File: src/rtl/voracity_pkg.sv
// voracity_pkg: shared types and helpers for the voracity byte parsers.
//   char_class_e : predicate class encoding used on the 'mode' input
//   tw_state_e   : byte_take_while FSM state encoding
//   SPACE_*      : the four bytes treated as whitespace
//   class_match(): combinational byte-vs-class predicate

package voracity_pkg;

    typedef enum logic [2:0] {
        CLS_ALPHA = 3'd0,
        CLS_DIGIT = 3'd1,
        CLS_ALNUM = 3'd2,
        CLS_HEX   = 3'd3,
        CLS_SPACE = 3'd4,
        CLS_RANGE = 3'd5,
        CLS_NONE6 = 3'd6,
        CLS_NONE7 = 3'd7
    } char_class_e;

    typedef enum logic [1:0] {
        ST_IDLE    = 2'd0,
        ST_COLLECT = 2'd1,
        ST_EMIT    = 2'd2
    } tw_state_e;

    localparam logic [7:0] SPACE_SP  = 8'h20;
    localparam logic [7:0] SPACE_TAB = 8'h09;
    localparam logic [7:0] SPACE_LF  = 8'h0A;
    localparam logic [7:0] SPACE_CR  = 8'h0D;

    // Range class with lo > hi is empty: both bounds must hold, so it
    // never matches without a special case.
    function automatic logic class_match(input char_class_e cls,
                                         input logic [7:0] lo,
                                         input logic [7:0] hi,
                                         input logic [7:0] b);
        logic is_digit;
        logic is_upper;
        logic is_lower;
        logic is_hexl;
        logic result;
        is_digit = (b >= 8'h30) && (b <= 8'h39);
        is_upper = (b >= 8'h41) && (b <= 8'h5A);
        is_lower = (b >= 8'h61) && (b <= 8'h7A);
        is_hexl  = ((b >= 8'h41) && (b <= 8'h46)) || ((b >= 8'h61) && (b <= 8'h66));
        case (cls)
            CLS_ALPHA: result = is_upper | is_lower;
            CLS_DIGIT: result = is_digit;
            CLS_ALNUM: result = is_upper | is_lower | is_digit;
            CLS_HEX:   result = is_digit | is_hexl;
            CLS_SPACE: result = (b == SPACE_SP) || (b == SPACE_TAB) ||
                                (b == SPACE_LF) || (b == SPACE_CR);
            CLS_RANGE: result = (b >= lo) && (b <= hi);
            default:   result = 1'b0;
        endcase
        return result;
    endfunction

endpackage

File: src/rtl/char_class_match.sv
// char_class_match: combinational character-class predicate.
// Ports:
//   data   in  8  byte under test
//   cls    in  3  class (char_class_e encoding)
//   lo/hi  in  8  inclusive bounds for the range class
//   negate in  1  invert the result (take_till behaviour)
//   match  out 1  predicate result

module char_class_match
    import voracity_pkg::*;
(
    input  logic [7:0] data,
    input  logic [2:0] cls,
    input  logic [7:0] lo,
    input  logic [7:0] hi,
    input  logic       negate,
    output logic       match
);

    assign match = class_match(char_class_e'(cls), lo, hi, data) ^ negate;

endmodule

File: src/rtl/byte_take_while.sv
// byte_take_while: streaming take_while parser. Consumes the longest prefix
// of matching bytes (up to MAX_LEN) and emits it as one token; the first
// non-matching byte stays on the input.
// Optional macro VORACITY_TAKE_TILL_EN adds the 'negate' input (take_till).
// Ports:
//   clk, rst                 clock, async active-high reset
//   mode, range_lo, range_hi class select and range bounds (sampled in IDLE)
//   negate                   predicate inversion (only with the macro)
//   in_valid/in_ready        byte input; in_ready is combinational
//   in_data, in_last         byte and end-of-frame flag
//   tok_valid/tok_ready      token output handshake
//   tok_data                 token bytes, byte 0 in [7:0], unused bytes zero
//   tok_len, tok_err         length and short-token flag
//   tok_last                 token ended by an in_last byte
// Handshake: a transfer happens on a rising clk edge where valid and ready
// are both high; a valid source holds its payload until that edge.

module byte_take_while
    import voracity_pkg::*;
#(
    parameter int MAX_LEN = 16,
    parameter int MIN_LEN = 1,
    parameter int LEN_W   = $clog2(MAX_LEN + 1)
)(
    input  logic                 clk,
    input  logic                 rst,
    input  logic [2:0]           mode,
    input  logic [7:0]           range_lo,
    input  logic [7:0]           range_hi,
`ifdef VORACITY_TAKE_TILL_EN
    input  logic                 negate,
`endif
    input  logic                 in_valid,
    output logic                 in_ready,
    input  logic [7:0]           in_data,
    input  logic                 in_last,
    output logic                 tok_valid,
    input  logic                 tok_ready,
    output logic [MAX_LEN*8-1:0] tok_data,
    output logic [LEN_W-1:0]     tok_len,
    output logic                 tok_err,
    output logic                 tok_last
);

    localparam logic [LEN_W-1:0] MAX_L = LEN_W'(MAX_LEN);

    tw_state_e            state;
    tw_state_e            next_state;
    logic [2:0]           cls_q;
    logic [7:0]           lo_q;
    logic [7:0]           hi_q;
    logic                 neg_q;
    logic [LEN_W-1:0]     len_q;
    logic [MAX_LEN*8-1:0] data_q;
    logic                 last_q;
    logic                 match;

`ifdef VORACITY_TAKE_TILL_EN
    always_ff @(posedge clk or posedge rst) begin
        if (rst) begin
            neg_q <= 1'b0;
        end else if (state == ST_IDLE) begin
            neg_q <= negate;
        end
    end
`else
    assign neg_q = 1'b0;
`endif

    char_class_match u_match (
        .data   (in_data),
        .cls    (cls_q),
        .lo     (lo_q),
        .hi     (hi_q),
        .negate (neg_q),
        .match  (match)
    );

    always_ff @(posedge clk or posedge rst) begin
        if (rst) begin
            state <= ST_IDLE;
        end else begin
            state <= next_state;
        end
    end

    // Any valid byte that is refused (no match, or length full) ends the
    // token without being consumed.
    always_comb begin
        next_state = state;
        in_ready   = 1'b0;
        case (state)
            ST_IDLE: begin
                next_state = ST_COLLECT;
            end
            ST_COLLECT: begin
                in_ready = in_valid & match & (len_q < MAX_L);
                if (in_ready) begin
                    if (in_last || (len_q == MAX_L - LEN_W'(1))) begin
                        next_state = ST_EMIT;
                    end
                end else if (in_valid) begin
                    next_state = ST_EMIT;
                end
            end
            ST_EMIT: begin
                if (tok_ready) begin
                    next_state = ST_IDLE;
                end
            end
            default: begin
                next_state = ST_IDLE;
            end
        endcase
    end

    always_ff @(posedge clk or posedge rst) begin
        if (rst) begin
            cls_q  <= 3'd0;
            lo_q   <= 8'd0;
            hi_q   <= 8'd0;
            len_q  <= '0;
            data_q <= '0;
            last_q <= 1'b0;
        end else begin
            case (state)
                ST_IDLE: begin
                    cls_q <= mode;
                    lo_q  <= range_lo;
                    hi_q  <= range_hi;
                end
                ST_COLLECT: begin
                    if (in_ready) begin
                        data_q[int'(len_q)*8 +: 8] <= in_data;
                        len_q  <= len_q + LEN_W'(1);
                        last_q <= in_last;
                    end
                end
                ST_EMIT: begin
                    if (tok_ready) begin
                        len_q  <= '0;
                        data_q <= '0;
                        last_q <= 1'b0;
                    end
                end
                default: begin
                    len_q <= '0;
                end
            endcase
        end
    end

    assign tok_valid = (state == ST_EMIT);
    assign tok_data  = data_q;
    assign tok_len   = len_q;
    assign tok_last  = last_q;
    assign tok_err   = (state == ST_EMIT) && (int'(len_q) < MIN_LEN);

endmodule

File: config.mk
export PLATFORM = sky130hd
export DESIGN_NAME = byte_take_while
export DESIGN_NICKNAME = d
export VERILOG_FILES = /design/src/rtl/voracity_pkg.sv /design/src/rtl/char_class_match.sv /design/src/rtl/byte_take_while.sv
export SDC_FILE = /design/constraint.sdc
export NUM_CORES = 1
export LEC_CHECK = 0
export CAP_MARGIN = 20
export CORE_MARGIN = 4
export CORE_UTILIZATION = 52
export CTS_CLUSTER_DIAMETER = 120
export DETAILED_ROUTE_END_ITERATION = 16
export DONT_BUFFER_PORTS = 1
export PLACE_DENSITY = 0.72
export SLEW_MARGIN = 20
export SYNTH_ARGS = -nofsm -noshare
export SYNTH_HDL_FRONTEND = slang
export SYNTH_SLANG_ARGS = --single-unit
File: constraint.sdc
create_clock -name clk -period 5.2 [get_ports clk]
set_clock_uncertainty 0.15 [all_clocks]
set_input_delay 1.04 -clock clk [delete_from_list [all_inputs] [get_ports clk]]
set_output_delay 1.04 -clock clk [all_outputs]
set_load 0.05 [all_outputs]
==> results.md, run 1 <==
* Final TNS setup at 0 ps
* Quantity of gates resized following cts at 0
* Areal power density over the cells at 560 nW/um2
* Starting density of the core at 0.534
* Clock-pin slew on the worst setup and hold paths at 60 ps
* Syn Area/Cell at 11.6 um2
* Core Footprint at 13,300 um2
* Int Pwr at 0.00257 W
* Seq cells post-synth at 155
* Sort of element at the end of the critical path: output port
* Max capacitance violation total at 0
* Clock share of power at 0.298
* Final estimated routing congestion in global placement at 0.884
* Area enclosed by the die boundary at 15,600 um2
* Worst slew margin at 0.369
* Die extent in y at 125 um
* CTS Sinks at 155
* IO buf count at 0
* Part of the total power dissipated in combinational logic at 0.238
* Per-cell via count in the routed design at 6.58
* Most common cell after layout, fill and taps aside: dfrtp_1
* Count of warnings emitted by yosys at 0
* Static leakage power at 3.52 nW
* Std-Cell Rows at 42
* TritonCTS clock tree: done
* Final setup fails at 0
* Synth Flop Type: dfrtp_1
* Setup repair after global routing missed its margin: no
* Total via count in the routed design at 5,186
* Number of cells produced by synthesis at 614
* Setup crit start kind: input port
* Count of unresolved DRC violations after routing at 0
* Final routed wire length divided by cell count at 24.4 um
* Total cell area at the placement stage at 7170 um2
* Final Hold Fails at 0
* Number of antenna violations at the first check in global routing at 0
* Htree depth at 4
* Sequential cell area fraction in the yosys report at 0.546
* Type of the worst min-delay path: flop to flop
* Distinct cells, synth at 62
* DRT iter0 DRCs at 378
* Width of the chip at 125 um
* Post-layout utilization of the core at 0.586
* Detailed-router iteration count before antenna repair at 5
* Post-detailed-placement half-perimeter wirelength at 13,000 um
* Fraction of final layout cells sized beyond drive strength 1 at 0.121
* Total gr overflow at 0
* Post-detailed-routing wire length at 19,300 um
* Reported net switching power at 0.00180 W
* Register share of total power at 0.464
* Status: finished, final reports clean
* Inserted Clock Buffers at 17
* Fraction of registers with async set/reset at 1.00
* Final Slew Violations at 0
* F_max at 0.241 GHz
* Crit share post-route at 0.798
* Signed area change from the synthesized netlist to the final layout at 9.65%
* Synth Cell Area at 7110 um2
* Worst-path maximum fanout at 23
* Post-layout net count at 651
* Diode count at 0
* Slew at the pin with the worst max-slew slack at 945 ps
* Num ports at 169
* Total global routing track utilization at 0.249
* Leading cell types in the layout, fill and taps excluded: dfrtp_1, a22o_1, nand2_1
* Wire length of the first global-routing pass at 30,800 um
* Number of setup buffers added after CTS at 0
* Worst VDD drop at 0.317 mV
* Via count of the first global-routing pass at 5,299
* Largest net degree at the start of global routing at 156
* Synth Net Count at 666
* Required @ worst endpoint at 4010 ps
* Critical path data arrival time at 2960 ps
* Antenna-violating nets left at 0
* Latest clock arrival within the worst-skew pair at 420 ps
* Number of enable flip-flop cells after synthesis at 0
* Setup Crit Path Kind: input port to output port
* Finished layout cell area at 7790 um2
* Clk root buf: clkbuf_16
* Number of buffers inserted by hold repair at cts at 0
* Crit path time final at 4150 ps
* Sw frac at 0.412
* Max clock buf depth at 2
## kinds of logic (layout without fill, tap and decap cells)
group	after synthesis	after routing	share of synthesized area
compound gates	225	225	0.269
buf+inv	87	85	0.0555
simple gates	120	120	0.0842
mux	5	5	0.00775
flops	155	155	0.546
fa+ha+maj	20	20	0.0352
xor+xnor	2	2	0.00247
## final cells by class
class | instances | area [um2]
clock inverter | 12 | 186
tap | 176 | 220
fill | 1066 | 5500
inverter | 48 | 184
clock buffer | 20 | 437
multi-input combinational | 372 | 2840
sequential | 155 | 3880
timing repair buffer | 5 | 50.0
## metal layers
metal,track usage,part of all wire
met5,0,0
met4,0.0848,0.020
met3,0.0956,0.098
met2,0.395,0.48
met1,0.315,0.40
## synth_stat cells (3+ instances only)
master     number  area [um2]
ha_1           20         250
and4_1          3        26.3
inv_1          47         176
o211ai_1        7        52.6
a211oi_4        4        80.1
buf_2           9        45.0
and3_1          8        50.1
nand2_1        52         195
o21ai_2         8        70.1
nand4_1         7        43.8
nor2_1         11        41.3
o21ai_0        27         135
dfrtp_1       155        3880
a21oi_1        16        80.1
a32o_1         10         100
a211o_1         3        26.3
buf_4           7        52.6
nand3_1         8        40.0
o2bb2ai_1      31         272
a31oi_1         6        37.5
a22o_1         79         692
a211oi_1        3        22.5
buf_6           4        45.0
o22ai_2         7        87.6
nand2b_1        5        31.3
clkbuf_1       17        63.8
and2_1          6        37.5
nor2b_1         6        37.5
nor3_1          4        20.0
mux2_2          3        33.8
## worst max-delay path, stage by stage
cell and delay, ps:
nor2_1 130, mux2i_1 110, o41ai_2 190, or4b_1 470, buf_4 250, nand2_2 130, nand2_1 80, inv_2 550
## registers in the layout, summed over array words and instances, names as in the netlist
register	cells
tok_last	1
state	2
tok_data	128
hi_q	8
cls_q	3
tok_len	5
lo_q	8
## final timing paths
check | start | endpoint | slack (ps) | cells past startpoint
worst max-delay path | in_data[2] | in_ready | 1050 | 8
max in group asynchronous | rst | state[1]$_DFFE_PP0P_ | 3670 | 2
worst min register to register | hi_q[0]$_DFFE_PP0P_ | hi_q[0]$_DFFE_PP0P_ | 390 | 1
worst max register to register | tok_len[0]$_DFFE_PP0P_ | tok_data[77]$_DFFE_PP0P_ | 1090 | 10
min in group asynchronous | rst | tok_data[111]$_DFFE_PP0P_ | 550 | 2
worst min-delay path | hi_q[0]$_DFFE_PP0P_ | hi_q[0]$_DFFE_PP0P_ | 390 | 1
## power groups by stage
stage	combinational, W	sequential [W]	clock [W]
after floorplan	0.000873	0.00195	0
after global placement	0.000986	0.00204	0
after detailed placement	0.00103	0.00205	0
after CTS	0.00104	0.00202	0.00132
after global routing	0.00117	0.00205	0.00138
final	0.00104	0.00202	0.00130
## through the flow
| stage | instances | worst slack (ps) | power [W] | hold slack, ps |
|---|---|---|---|---|
| global route | 788 | 805 | 0.00460 | 421 |
| floorplan | 614 | 1230 | 0.00282 | 334 |
| global placement | 756 | 1140 | 0.00302 | 366 |
| CTS | 788 | 1070 | 0.00438 | 392 |
| finish | 788 | 1050 | 0.00437 | 390 |
| detailed placement | 756 | 1090 | 0.00307 | 379 |
No activity file was read; power rests on OpenSTA's default activity.
==> run 2: changes to the inputs <==
- clock period: 5.2 -> 3.35 ns (I/O delays scaled with it)
==> run 2 against run 1 <==
Compared with the run above: count of clock-buffer cells in the layout is the same; first-iteration DRC count rose by 8.2%; largest cell class unchanged; worst setup slack got worse by 960 ps; critical path type is now flop to output port.
==> results.md, run 2 (same netlist as run 1, synthesis figures left out) <==
* Starting density of the core at 0.534
* Fraction of final layout cells sized beyond drive strength 1 at 0.157
* Power after layout at 0.00671 W
* Die extent in y at 125 um
* Most common cell after layout, fill and taps aside: dfrtp_1
* Count of unresolved DRC violations after routing at 0
* Post-detailed-placement half-perimeter wirelength at 13,300 um
* Number of antenna violations at the first check in global routing at 0
* Final Slew Violations at 0
* Final setup fails at 0
* Num ports at 169
* Total via count in the routed design at 5,206
* Largest net degree at the start of global routing at 70
* Clock-pin slew on the worst setup and hold paths at 60 ps
* Final estimated routing congestion in global placement at 0.902
* F_max at 0.307 GHz
* DRT iter0 DRCs at 409
* Antenna-violating nets left at 0
* Reg-to-reg startpoint: tok_len[0]$_DFFE_PP0P_
* Crit path time final at 3260 ps
* Latest clock arrival within the worst-skew pair at 420 ps
* Critical path data arrival time at 2440 ps
* Total global routing track utilization at 0.246
* Worst slew margin at 0.412
* Std-Cell Rows at 42
* Post-Layout Cell Count at 807
* Flop-to-flop setup slack at 280 ps
* Setup Crit Path Kind: flop to output port
* Largest register FFs at 128
* Total gr overflow at 0
* Static leakage power at 3.60 nW
* Worst reg2reg endpoint: tok_data[68]$_DFFE_PP0P_
* Max clock buf depth at 2
* Status: finished, final reports clean
* Detailed-router iteration count before antenna repair at 5
* Number of instances in the placed design at 773
* Inserted Clock Buffers at 17
* Via count of the first global-routing pass at 5,234
* Worst-path maximum fanout at 9
* Filler cell count at 1,087
* TritonCTS clock tree: done
* Logic depth of the worst register-to-register path at 11
* Required @ worst endpoint at 2530 ps
* Final routed wire length divided by cell count at 23.8 um
* Final Hold Fails at 0
* Diode count at 0
* Sort of element at the end of the critical path: output port
* Slew at the pin with the worst max-slew slack at 878 ps
* Post-layout net count at 670
* Max capacitance violation total at 0
* Core Footprint at 13,300 um2
* Post-detailed-routing wire length at 19,200 um
* Number of buffers inserted by hold repair at cts at 0
* CTS Sinks at 155
* Crit share post-route at 0.972
* Signed area change from the synthesized netlist to the final layout at 11.5%
* Areal power density over the cells at 847 nW/um2
* Final TNS setup at 0 ps
* Type of the worst min-delay path: input port to async pin
* Per-cell via count in the routed design at 6.45
* Area enclosed by the die boundary at 15,600 um2
* IO buf count at 0
* Setup crit start kind: flop
* Htree depth at 4
* Width of the chip at 125 um
* Clk root buf: clkbuf_16
* Wire length of the first global-routing pass at 30,400 um
* Leading cell types in the layout, fill and taps excluded: dfrtp_1, a22o_1, nand2_1
* Worst VDD drop at 0.402 mV
==> run 2: cell count changes in the layout (fill, tap and decap cells not counted), sizes merged <==
cell	before	now
buf	5	24
bufinv	4	1
clkinv	2	4
clkinvlp	4	5
==> run 2: worst max-delay path, cell delays in order (launching register included) <==
cell      delay [ps]
dfrtp_1          360
inv_1             70
ha_1             250
a211oi_1         240
o21ai_0          120
a31o_2           220
nand4_1          170
nand2_2          110
nand2_1          150
clkinv_4         140
buf_12           180
==> run 2: area by class of cell <==
| cell class | count | area, um2 | share of cell area |
|---|---|---|---|
| clock buffers | 20 | 457 | 0.0576 |
| clock inverters | 12 | 114 | 0.0144 |
| inverters | 48 | 189 | 0.0238 |
| multi-input cells | 372 | 2840 | 0.359 |
| flip-flops and latches | 155 | 3880 | 0.490 |
| well taps | 176 | 220 | 0.0278 |
| repair buffers | 24 | 218 | 0.0275 |
==> run 2: per-stage QoR <==
stage / cell area, um2 / worst slack (ps) / hold WS [ps] / util
2_1_floorplan: 7120 / -58.8 / 334 / -
3_3_place_gp: 7330 / 261 / 373 / 0.551
4_1_cts: 7900 / 15.0 / 88.3 / 0.594
5_1_grt: 7920 / -6.95 / 128 / 0.596
3_5_place_dp: 7330 / 172 / 378 / 0.551
6_report: 7920 / 93.8 / 82.1 / 0.596
==> run 2: report_power, final <==
group          internal (W)  switching [W]
registers           0.00217       0.000844
logic              0.000639        0.00120
clock network       0.00107       0.000780
total               0.00388        0.00283
==> run 2: routing by layer <==
metal | vias to the layer above | global-route usage | part of all wire
met5 | - | 0 | 0
met4 | 0 | 0.0874 | 0.022
met3 | 35 | 0.0836 | 0.097
met2 | 227 | 0.381 | 0.46
met1 | 2669 | 0.325 | 0.42
li1 | 2275 | - | -
==> run 2: timing repair <==
item,CTS,global route
buffers inserted,0,2
setup endpoints to repair,0,1
resized for setup,0,3
==> run 2: worst max path at each step <==
stage | from | slack (ps) | cells after the start | to
after global routing | lo_q[4]$_DFFE_PP0P_ | -7 | 10 | in_ready
after global placement | in_data[6] | 260 | 7 | tok_data[17]$_DFFE_PP0P_
after detailed placement | in_data[2] | 170 | 7 | tok_data[21]$_DFFE_PP0P_
after floorplan | tok_len[0]$_DFFE_PP0P_ | -60 | 13 | tok_data[56]$_DFFE_PP0P_
final | lo_q[4]$_DFFE_PP0P_ | 90 | 10 | in_ready
after CTS | cls_q[0]$_DFFE_PP0P_ | 10 | 8 | in_ready
==> run 3: changes to the inputs <==
--- a/config.mk
+++ b/config.mk
@@ -10,2 +10,3 @@
 export CORE_UTILIZATION = 52
+export CTS_BUF_LIST = sky130_fd_sc_hd__clkbuf_8 sky130_fd_sc_hd__clkbuf_16
 export CTS_CLUSTER_DIAMETER = 120
==> constraint.sdc (replaced) <==
create_clock -name clk -period 3.35 [get_ports clk]
set_clock_uncertainty 0.15 [all_clocks]
set_input_delay 0.5025 -clock clk [delete_from_list [all_inputs] [get_ports clk]]
set_output_delay 0.5025 -clock clk [all_outputs]
set_load 0.05 [all_outputs]
==> run 3 against run 2 <==
Compared with the run above: worst hold slack lost 44 ps; clock power increased by 9.7%; final area up 0.58%; critical path depth decreased by 2; first-iteration DRC count rose by 8.1%; sequential power about the same; fmax rose by 3.8%; routed wire length increased by 0.42%; total power increased by 3.2%; count of clock-buffer cells in the layout shrank 2; die area unchanged; critical path type unchanged; critical endpoint unchanged.
==> results.md, run 3 (same netlist as run 1, synthesis figures left out) <==
* Critical path data arrival time at 2480 ps
* Final TNS setup at 0 ps
* IO buf count at 0
* Start point of the critical path: cls_q[0]$_DFFE_PP0P_
* Status: finished, final reports clean
* Max clock buf depth at 2
* Per-cell via count in the routed design at 6.37
* Post-detailed-routing wire length at 19,300 um
* Final estimated routing congestion in global placement at 0.903
* Leading cell types in the layout, fill and taps excluded: dfrtp_1, a22o_1, nand2_1
* Number of instances in the placed design at 772
* Worst-path maximum fanout at 12
* Slew at the pin with the worst max-slew slack at 845 ps
* Areal power density over the cells at 869 nW/um2
* Count of unresolved DRC violations after routing at 0
* Post-layout net count at 668
* Setup Crit Path Kind: flop to output port
* Final Slew Violations at 0
* Inserted Clock Buffers at 17
* Min-Delay Startpoint: range_hi[2]
* Crit share post-route at 0.936
* Max capacitance violation total at 0
* Post-Layout Cell Count at 805
* Final setup fails at 0
* Worst slack, placed at 117 ps
* Total gr overflow at 0
* Min setup slack post-route at 214 ps
* Area enclosed by the die boundary at 15,600 um2
* Std-Cell Rows at 42
* Number of instances on the worst hold path at 2
* Sort of element at the end of the critical path: output port
* Worst VDD drop at 0.450 mV
* Wire length of the first global-routing pass at 30,700 um
* Diode count at 0
* Total via count in the routed design at 5,130
* Width of the chip at 125 um
* Die extent in y at 125 um
* Reg-to-reg startpoint: tok_len[0]$_DFFE_PP0P_
* DRT iter0 DRCs at 442
* CTS Sinks at 155
* Starting density of the core at 0.534
* Num ports at 169
* Static leakage power at 3.61 nW
* Final routed wire length divided by cell count at 23.9 um
* Detailed-router iteration count before antenna repair at 5
* Logic depth of the worst register-to-register path at 11
* Largest register FFs at 128
* Power after layout at 0.00693 W
* Core Footprint at 13,300 um2
* Setup crit start kind: flop
* Required @ worst endpoint at 2700 ps
* Antenna-violating nets left at 0
* Latest clock arrival within the worst-skew pair at 430 ps
* Number of antenna violations at the first check in global routing at 0
* Htree depth at 4
* Type of the worst min-delay path: input port to flop
* Final Hold Fails at 0
* Crit path time final at 3140 ps
* TritonCTS clock tree: done
* Most common cell after layout, fill and taps aside: dfrtp_1
* Largest net degree at the start of global routing at 70
* Fraction of final layout cells sized beyond drive strength 1 at 0.156
* F_max at 0.319 GHz
* Total global routing track utilization at 0.250
* Worst slew margin at 0.435
* Signed area change from the synthesized netlist to the final layout at 12.1%
* Filler cell count at 1,037
* Clk root buf: clkbuf_16
* Number of setup buffers added after CTS at 0
* Setup repair after global routing missed its margin: no
* Clock-pin slew on the worst setup and hold paths at 60 ps
* Post-detailed-placement half-perimeter wirelength at 13,600 um
* Via count of the first global-routing pass at 5,260
[run 3: cell types whose count changed in the layout (fill, tap and decap cells not counted), moves of 2 or more]
cell,previous run,this run
clkinv_2,2,0
inv_6,4,1
bufinv_16,1,3
inv_8,0,3
buf_4,21,18
[run 3: layer usage]
metal  vias to the layer above  routed length [um]  track usage  part of all wire
li1                       2273                   -            -                 -
met5                         -                   0            0                 0
met3                        32                2150        0.106              0.11
met4                         0                 358       0.0835             0.019
met1                      2585                7690        0.322              0.40
met2                       240                9070        0.383              0.47
[run 3: area by class of cell]
type,instances,area [um2],share of cell area
Timing Repair Buffer,22,205,0.0257
Clock buffer,18,439,0.0551
Tap cell,176,220,0.0276
Sequential cell,155,3880,0.487
Multi-Input combinational cell,372,2850,0.358
Inverter,48,186,0.0234
Clock inverter,14,188,0.0236
[run 3: power breakdown]
group / internal [W] / total [W] / switching [W]
sequential: 0.00217 / 0.00300 / 0.000831
clock: 0.00121 / 0.00203 / 0.000816
combinational: 0.000649 / 0.00190 / 0.00125
total: 0.00403 / 0.00693 / 0.00289
[run 3: worst max-delay path: stages (launching register included)]
cell	delay (ps)
dfrtp_1	470
and3_1	190
nand3_1	80
o211ai_1	100
or4b_4	580
nand2_2	140
nand2_1	120
inv_4	200
buf_12	160
[run 3: path summary, 6_finish.rpt]
kind,slack (ps),endpoint
min in group asynchronous,520,tok_data[109]$_DFFE_PP0P_
min,40,hi_q[2]$_DFFE_PP0P_
min reg2reg,380,lo_q[0]$_DFFE_PP0P_
max reg2reg,260,tok_data[64]$_DFFE_PP0P_
max,210,in_ready
max in group asynchronous,1760,lo_q[0]$_DFFE_PP0P_
[run 3: timing repair]
item                                    in CTS  in global routing
hold buffers                                 1                  0
endpoints found under the setup margin       0                 17
resized for setup                            0                  3
endpoints found under the hold margin       30                  0
[run 3: stage by stage]
| step | hold WS, ps | utilization | area, um2 |
|---|---|---|---|
| floorplan | 334 | - | 7120 |
| global placement | 347 | 0.551 | 7320 |
| detailed placement | 360 | 0.551 | 7320 |
| CTS | 29.5 | 0.599 | 7960 |
| global route | 28.7 | 0.599 | 7970 |
| finish | 38.3 | 0.599 | 7970 |
